**src/rtl/instr_fetch_unit_if.sv**
```systemverilog
// Fetch-stage bus: decode-side control, instruction memory port and IF/ID outputs.
// master = fetch unit, slave = surrounding pipeline/memory.
interface instr_fetch_unit_if;
    logic        stall;
    logic        flush;
    logic [31:0] redirect_pc;
    logic [31:0] imem_addr;
    logic [31:0] imem_inst;
    logic [31:0] pc;
    logic [31:0] if_id_pc;
    logic [31:0] if_id_inst;
    logic        if_id_valid;
    logic        fault;

    modport master (
        input  stall, flush, redirect_pc, imem_inst,
        output imem_addr, pc, if_id_pc, if_id_inst, if_id_valid, fault
    );

    modport slave (
        output stall, flush, redirect_pc, imem_inst,
        input  imem_addr, pc, if_id_pc, if_id_inst, if_id_valid, fault
    );
endinterface

```
**src/rtl/instr_fetch_unit.sv**
```systemverilog
// Fetch stage: owns the PC, addresses a zero-latency instruction memory and
// fills the IF/ID register; halts with a sticky fault on a bad next PC.
module instr_fetch_unit #(
    parameter logic [31:0] RESET_PC   = 32'h0000_0000,
    parameter int unsigned IMEM_DEPTH = 256,
    parameter logic [31:0] NOP_INST   = 32'h0000_0013
) (
    input  logic                  clk,
    input  logic                  rst,
    instr_fetch_unit_if.master    bus
);

    typedef enum logic {RUN, HALT} state_t;

    state_t      state_q, state_d;
    logic [31:0] pc_q, pc_d;
    logic [31:0] if_id_pc_q, if_id_pc_d;
    logic [31:0] if_id_inst_q, if_id_inst_d;
    logic        if_id_valid_q, if_id_valid_d;
    logic        fault_q, fault_d;
    logic        load_pc;
    logic [31:0] next_pc;

    assign bus.imem_addr   = {2'b00, pc_q[31:2]};
    assign bus.pc          = pc_q;
    assign bus.if_id_pc    = if_id_pc_q;
    assign bus.if_id_inst  = if_id_inst_q;
    assign bus.if_id_valid = if_id_valid_q;
    assign bus.fault       = fault_q;

    always_comb begin
        state_d       = state_q;
        pc_d          = pc_q;
        if_id_pc_d    = if_id_pc_q;
        if_id_inst_d  = if_id_inst_q;
        if_id_valid_d = if_id_valid_q;
        fault_d       = fault_q;
        load_pc       = 1'b0;
        next_pc       = pc_q;

        case (state_q)
            RUN: begin
                if (bus.flush) begin
                    load_pc       = 1'b1;
                    next_pc       = bus.redirect_pc;
                    if_id_pc_d    = '0;
                    if_id_inst_d  = NOP_INST;
                    if_id_valid_d = 1'b0;
                end else if (!bus.stall) begin
                    load_pc       = 1'b1;
                    next_pc       = pc_q + 32'd4;
                    if_id_pc_d    = pc_q;
                    if_id_inst_d  = bus.imem_inst;
                    if_id_valid_d = 1'b1;
                end

                // A bad target never reaches pc; IF/ID still takes this edge's update.
                if (load_pc) begin
                    if (next_pc[1:0] != 2'b00 || {2'b00, next_pc[31:2]} >= IMEM_DEPTH) begin
                        fault_d = 1'b1;
                        state_d = HALT;
                    end else begin
                        pc_d = next_pc;
                    end
                end
            end
            HALT: begin
                if_id_inst_d  = NOP_INST;
                if_id_valid_d = 1'b0;
            end
        endcase
    end

    always_ff @(posedge clk) begin
        if (rst) begin
            state_q       <= RUN;
            pc_q          <= RESET_PC;
            if_id_pc_q    <= '0;
            if_id_inst_q  <= NOP_INST;
            if_id_valid_q <= 1'b0;
            fault_q       <= 1'b0;
        end else begin
            state_q       <= state_d;
            pc_q          <= pc_d;
            if_id_pc_q    <= if_id_pc_d;
            if_id_inst_q  <= if_id_inst_d;
            if_id_valid_q <= if_id_valid_d;
            fault_q       <= fault_d;
        end
    end

endmodule

```
**src/flat_wrapper.sv**
```systemverilog
// flat-port wrapper written by rule: the top's interface ports become plain ports
module instr_fetch_unit_flat 
#(
    parameter logic [31:0] RESET_PC   = 32'h0000_0000,
    parameter int unsigned IMEM_DEPTH = 256,
    parameter logic [31:0] NOP_INST   = 32'h0000_0013
)
  (clk, rst, bus_stall, bus_flush, bus_redirect_pc, bus_imem_inst, bus_imem_addr, bus_pc, bus_if_id_pc, bus_if_id_inst, bus_if_id_valid, bus_fault);
  instr_fetch_unit_if bus_i ();
  input  logic clk;
  input  logic rst;
  input wire logic [$bits(bus_i.stall)-1:0] bus_stall;
  input wire logic [$bits(bus_i.flush)-1:0] bus_flush;
  input wire logic [$bits(bus_i.redirect_pc)-1:0] bus_redirect_pc;
  input wire logic [$bits(bus_i.imem_inst)-1:0] bus_imem_inst;
  output wire logic [$bits(bus_i.imem_addr)-1:0] bus_imem_addr;
  output wire logic [$bits(bus_i.pc)-1:0] bus_pc;
  output wire logic [$bits(bus_i.if_id_pc)-1:0] bus_if_id_pc;
  output wire logic [$bits(bus_i.if_id_inst)-1:0] bus_if_id_inst;
  output wire logic [$bits(bus_i.if_id_valid)-1:0] bus_if_id_valid;
  output wire logic [$bits(bus_i.fault)-1:0] bus_fault;
  assign bus_i.stall = bus_stall;
  assign bus_i.flush = bus_flush;
  assign bus_i.redirect_pc = bus_redirect_pc;
  assign bus_i.imem_inst = bus_imem_inst;
  assign bus_imem_addr = bus_i.imem_addr;
  assign bus_pc = bus_i.pc;
  assign bus_if_id_pc = bus_i.if_id_pc;
  assign bus_if_id_inst = bus_i.if_id_inst;
  assign bus_if_id_valid = bus_i.if_id_valid;
  assign bus_fault = bus_i.fault;
  instr_fetch_unit #(.RESET_PC(RESET_PC), .IMEM_DEPTH(IMEM_DEPTH), .NOP_INST(NOP_INST)) u_core (.clk(clk), .rst(rst), .bus(bus_i));
endmodule
```
**config.mk**
```make
export PLATFORM = sky130hd
export DESIGN_NAME = instr_fetch_unit_flat
export DESIGN_NICKNAME = d
export VERILOG_FILES = /design/src/rtl/instr_fetch_unit_if.sv /design/src/rtl/instr_fetch_unit.sv /design/src/flat_wrapper.sv
export SDC_FILE = /design/constraint.sdc
export NUM_CORES = 1
export LEC_CHECK = 0
export CAP_MARGIN = 20
export CORE_MARGIN = 1.5
export CORE_UTILIZATION = 46
export DETAILED_ROUTE_END_ITERATION = 10
export GPL_ROUTABILITY_DRIVEN = 0
export PLACE_DENSITY = 0.88
export SLEW_MARGIN = 0
export SYNTH_ARGS = -nofsm -noshare
export SYNTH_HDL_FRONTEND = slang
export SYNTH_SLANG_ARGS = --single-unit
```
**constraint.sdc**
```tcl
create_clock -name clk -period 6.65 [get_ports clk]
set_input_delay 1.33 -clock clk [delete_from_list [all_inputs] [get_ports clk]]
set_output_delay 1.33 -clock clk [all_outputs]
set_load 0.02 [all_outputs]
```
* Yosys cells after proc, flatten, opt, wreduce, memory -nomap -nowiden *
Index checks and enable logic that the tools add are counted.

storage, ports and cells
  flip-flop bits (word level) = 99
  input port bits = 68
  output and inout bits = 130

cells by class
  $add $sub $neg = 1
  $lt $le $gt $ge = 1
  equality and inequality tests = 2
  multiplexer cells = 17
  bitwise logic cells = 2
  reduce and logical (&&, ||, !) cells = 5

operator list
  cell                     number
  $mux W32                 7
  $pmux W32 S2             1
  $add A32 B3 Y32 const B  1
  $ge A30 B9 Y1 const B    1
  $mux W1                  8
  $reduce_and A3 Y1        2
  $ne A3 B3 Y1 const B     1
  $ne A2 B1 Y1 const B     1
  $not A1 Y1               2
  $pmux W1 S2              1
  $reduce_and A2 Y1        1
  $reduce_bool A2 Y1       1
  $logic_or A1 B1 Y1       1

* Depth between registers and ports, before layout *
  depth after elaboration = 9
  depth in mapped cells = 12
  depth with buffers taken out = 9

* Least setup slack after synthesis *
No wires, ideal clock.

  path kind = input to register
  from = input port bus_stall
  to = register u_core.pc_q[2], in the netlist u_core.bus.pc[2]
  setup time = 0.088 ns
  data arrival time = 3.369 ns
  data required time = 6.562 ns
  setup slack = 3.193 ns
  stages on the path = 10
  buffers on the path = 2
  cells stage by stage = nand2b_1 -> clkbuf_1 -> nor4_4 -> nand4_1 -> mux2_2 -> nand3_1 -> o41ai_4 -> buf_4 -> a21oi_2 -> a311oi_2

between the ends
  cells in the longest elaborated chain, start to end = 7
  elaborated cells between the ends (all ways) = 11
  classes of those cells = order compare (1); mux (6); bitwise (1); reduce/logical (3)

ends and longest elaborated chain
  element                                                     line                    source
  from (decl)                                                 flat_wrapper.sv:12      input wire logic [$bits(bus_i.stall)-1:0] bus_stall;
  $mux W32                                                    instr_fetch_unit.sv:49  end else if (!bus.stall) begin
  $mux W32                                                    instr_fetch_unit.sv:43  if (bus.flush) begin
  $mux W32                                                    instr_fetch_unit.sv:41  case (state_q)
  $ge A30 B9 Y1 / $reduce_bool A2 Y1 (equally long branches)  instr_fetch_unit.sv:59  if (next_pc[1:0] != 2'b00 || {2'b00, next_pc[31:2]} >= IMEM_DEPTH) begin
  $logic_or A1 B1 Y1                                          instr_fetch_unit.sv:59
  $not A1 Y1 (no source line)                                 n/a
  $reduce_and A3 Y1 (no source line)                          n/a
  to (signal assigned)                                        instr_fetch_unit.sv:84  pc_q <= pc_d;
  to (decl)                                                   instr_fetch_unit.sv:16  logic [31:0] pc_q, pc_d;

Several ways; a longest one is shown, not always the timed one. The select of a mux whose other input is x is not followed.
A chain may end at the register's enable or synchronous reset.

* Worst setup path after layout *
  from = input port bus_stall
  to = register u_core.pc_q[28], in the netlist u_core.bus.pc[28]

The elaborated chain is that of the path after synthesis.

==> out/metrics.cfg <==
[final_layout]
final_cell_mix = clkdlybuf4s50_1, dfxtp_1, nor2_1, a21oi_1, a22oi_1
nNetsFinal = 750
drive_above_1_share_pct = 6.57
n_antenna_cell = 0
utilization_pct = 67.4
fillerInstances = 796
fin_cells = 818
area_delta_synth_final_pct = 43.1
final_common_cell = clkdlybuf4s50_1

[sta]
fmax_mhz = 221
skew_ns = 0.00808
rsz0062_at_grt = false
setup_viol = 0
hold_viol_final = 0
finalSetupTns_ns = 0
min_period_ns = 4.52
finalCritPeriodShare_pct = 68.0
relSlewSlack_pct = 40.9
finalWorstSetupSlack_ns = 2.13
tightest_slew_ns = 0.883
drv_slew = 0
fin_hold_ws_ns = 0.478

[clock_network]
cts_buffers = 9
clockBufferDepth = 2
cts.sinks = 99
cts_tree = yes
postCtsHoldBufs = 0
cts_setup_buffers = 0
clk_pin_slew_ns = 0.09
cts_resized = 0
cts_max_level = 3
cts_root_buf = clkbuf_8
insertion_delay_ns = 0.36

[setup_path]
cpMostUsedCell = nand3_1
end_kind = flop
crit_arrival_ns = 4.78
worstPathCellList = clkdlybuf4s50_1 > nand2b_1 > nor4_4 > nand3_1 > mux2i_1 > nand3_1 > o41ai_4 > a21oi_2 > and2_1
cp.depth = 9
worstSetupStartpointType = primary input
cpPeakStageDelay_ns = 0.88
critPathLaunch = bus_stall
crit_family = simple AND/OR/NAND/NOR gates
critPathKind = primary input to flop
cp.buffers_inverters = 1
ff2ff_path_depth = 8
worstPathRequired_ns = 6.91
crit_fanout = 24
r2r_slack_ns = 3.01
endpoint = u_core.bus.pc[28]
timing.rr.start = u_core.bus.pc[10]
r2r_end = u_core.bus.pc[28]
cp_slowest_cell = o41ai_4

[place]
portBuffers = 195
place_hpwl_um = 10000
dp_cells = 801
dp_slack_ns = 1.82

[synth]
ys_seq_area_share_pct = 43.5
synth_edf_count = 0
synth_area_per_cell_um2 = 8.44
ys_types = 55
yosys_warnings = 0
postSynth.topFlopCell = dfxtp_1
synthCells = 540
ys_async_sr_fraction_pct = 0
netlist_area_mm2 = 0.00456
ys_ff_latch = 99

[drt]
ant_nets = 0
wl_per_cell_um = 16.8
drtIter0Drc = 301
drt-total-wl_um = 13800
viasPerCell = 5.59
drc = 0
via_count = 4576
dr.pass1.iters = 5

[die]
fp.dieW_um = 103
start_util_pct = 47.1
placementRows = 36
die_area_mm2 = 0.0105
die_y_um = 103
ios = 198
core-area_mm2 = 0.00968

[grt]
grt_max_degree = 80
grt.overflow.total = 0
grt_pass1_vias = 4372
grt_pass1_wl_um = 21500
grt_antenna_before_repair = 0
grt_usage_pct = 26.3

[power_and_ir_drop]
power_density_mw_per_mm2 = 175
peakVddDrop_mv = 0.118
leakage_uw = 0.00244

[hold_path]
hp-class = flop to flop

[flow_run]
maxCapViolCount = 0

[run_status]
status = completed

==> registers in the layout, summed over array words and instances (netlist names) <==
register	flops
u_core.state_q	1
u_core.bus.if_id_inst	32
u_core.bus.if_id_pc	32
u_core.bus.pc	32
u_core.bus.if_id_valid	1
u_core.bus.fault	1
==> layer usage <==
| metal | track usage [%] | part of all wire [%] | wire [um] | vias up |
|---|---|---|---|---|
| li1 | - | - | - | 2163 |
| met1 | 30.7 | 39 | 5440 | 2146 |
| met2 | 44.4 | 49 | 6760 | 230 |
| met3 | 7.12 | 8.8 | 1210 | 37 |
| met4 | 13.1 | 2.7 | 367 | 0 |
| met5 | 0 | 0 | 0 | - |
==> cells by family after synthesis <==
| family | count (synthesis) | synth area share (%) |
|---|---|---|
| AO/OA/AOI/OAI | 120 | 17.8 |
| XOR/XNOR | 3 | 0.576 |
| adder cells (fa/ha/maj) | 1 | 0.274 |
| buffers and inverters | 84 | 9.96 |
| flip-flops | 99 | 43.5 |
| multiplexers | 5 | 1.15 |
| other | 1 | 0.0822 |
| AND/OR/NAND/NOR | 227 | 26.6 |
==> tightest hold or removal path: stages (launching register included) <==
cell,delay [ns]
dfxtp_1,0.32
nand2_1,0.05
a21oi_1,0.06
==> synthesized netlist by cell type, types with 2 or more instances <==
cell type | n | share of area [%]
nor3_1 | 16 | 1.8
and2_1 | 24 | 3.3
inv_1 | 12 | 0.99
a22oi_1 | 29 | 4.8
a21oi_2 | 2 | 0.38
or3_1 | 4 | 0.55
nor2_1 | 73 | 6.0
nor2b_1 | 2 | 0.27
nand2_1 | 27 | 2.2
xnor2_1 | 3 | 0.58
a31o_2 | 6 | 1.2
o21ai_0 | 11 | 1.2
a31oi_1 | 2 | 0.27
buf_2 | 3 | 0.33
mux2i_1 | 3 | 0.66
o31ai_1 | 7 | 1.2
nand3_1 | 17 | 1.9
nor4_4 | 2 | 0.93
clkbuf_1 | 32 | 2.6
and3_1 | 24 | 3.3
o41ai_1 | 4 | 0.77
a21oi_1 | 44 | 4.8
nor4_1 | 11 | 1.5
dfxtp_1 | 99 | 43
nand2b_1 | 7 | 0.96
or2_2 | 2 | 0.27
nand4_1 | 9 | 1.2
o22ai_1 | 3 | 0.41
buf_4 | 36 | 5.9
==> through the flow <==
stage	power (uW)	area, um2
after floorplan	695	4560
after global placement	765	6310
after detailed placement	769	6310
after CTS	1140	6500
after global routing	1180	6530
final	1140	6530
==> power breakdown <==
group	total, uW	internal [uW]	switching, uW	leakage, uW
logic	147	72.4	74.6	0.00154
clock network	380	173	207	0.0000994
registers	612	603	9.00	0.000801
total	1140	849	290	0.00244
==> layout make-up <==
class	count	area, um2	share of cell area, %
Multi-Input combinational cell	358	2140	32.7
Timing Repair Buffer	201	2010	30.8
Sequential cell	99	1980	30.4
Tap cell	133	166	2.55
Clock buffer	9	124	1.90
Clock inverter	6	66.3	1.02
Inverter	12	45.0	0.690
==> worst min-delay path by stage <==
| stage | start | to | slack [ns] | cells past startpoint |
|---|---|---|---|---|
| floorplan | u_core.state_q | u_core.state_q | 0.49 | 2 |
| global placement | u_core.bus.if_id_valid | u_core.bus.if_id_valid | 0.45 | 2 |
| detailed placement | u_core.bus.if_id_valid | u_core.bus.if_id_valid | 0.48 | 2 |
| CTS | u_core.bus.if_id_valid | u_core.bus.if_id_valid | 0.49 | 2 |
| global route | u_core.bus.if_id_pc[3] | u_core.bus.if_id_pc[3] | 0.52 | 2 |
| finish | u_core.bus.if_id_valid | u_core.bus.if_id_valid | 0.48 | 2 |
No activity file was read; power rests on OpenSTA's default activity.
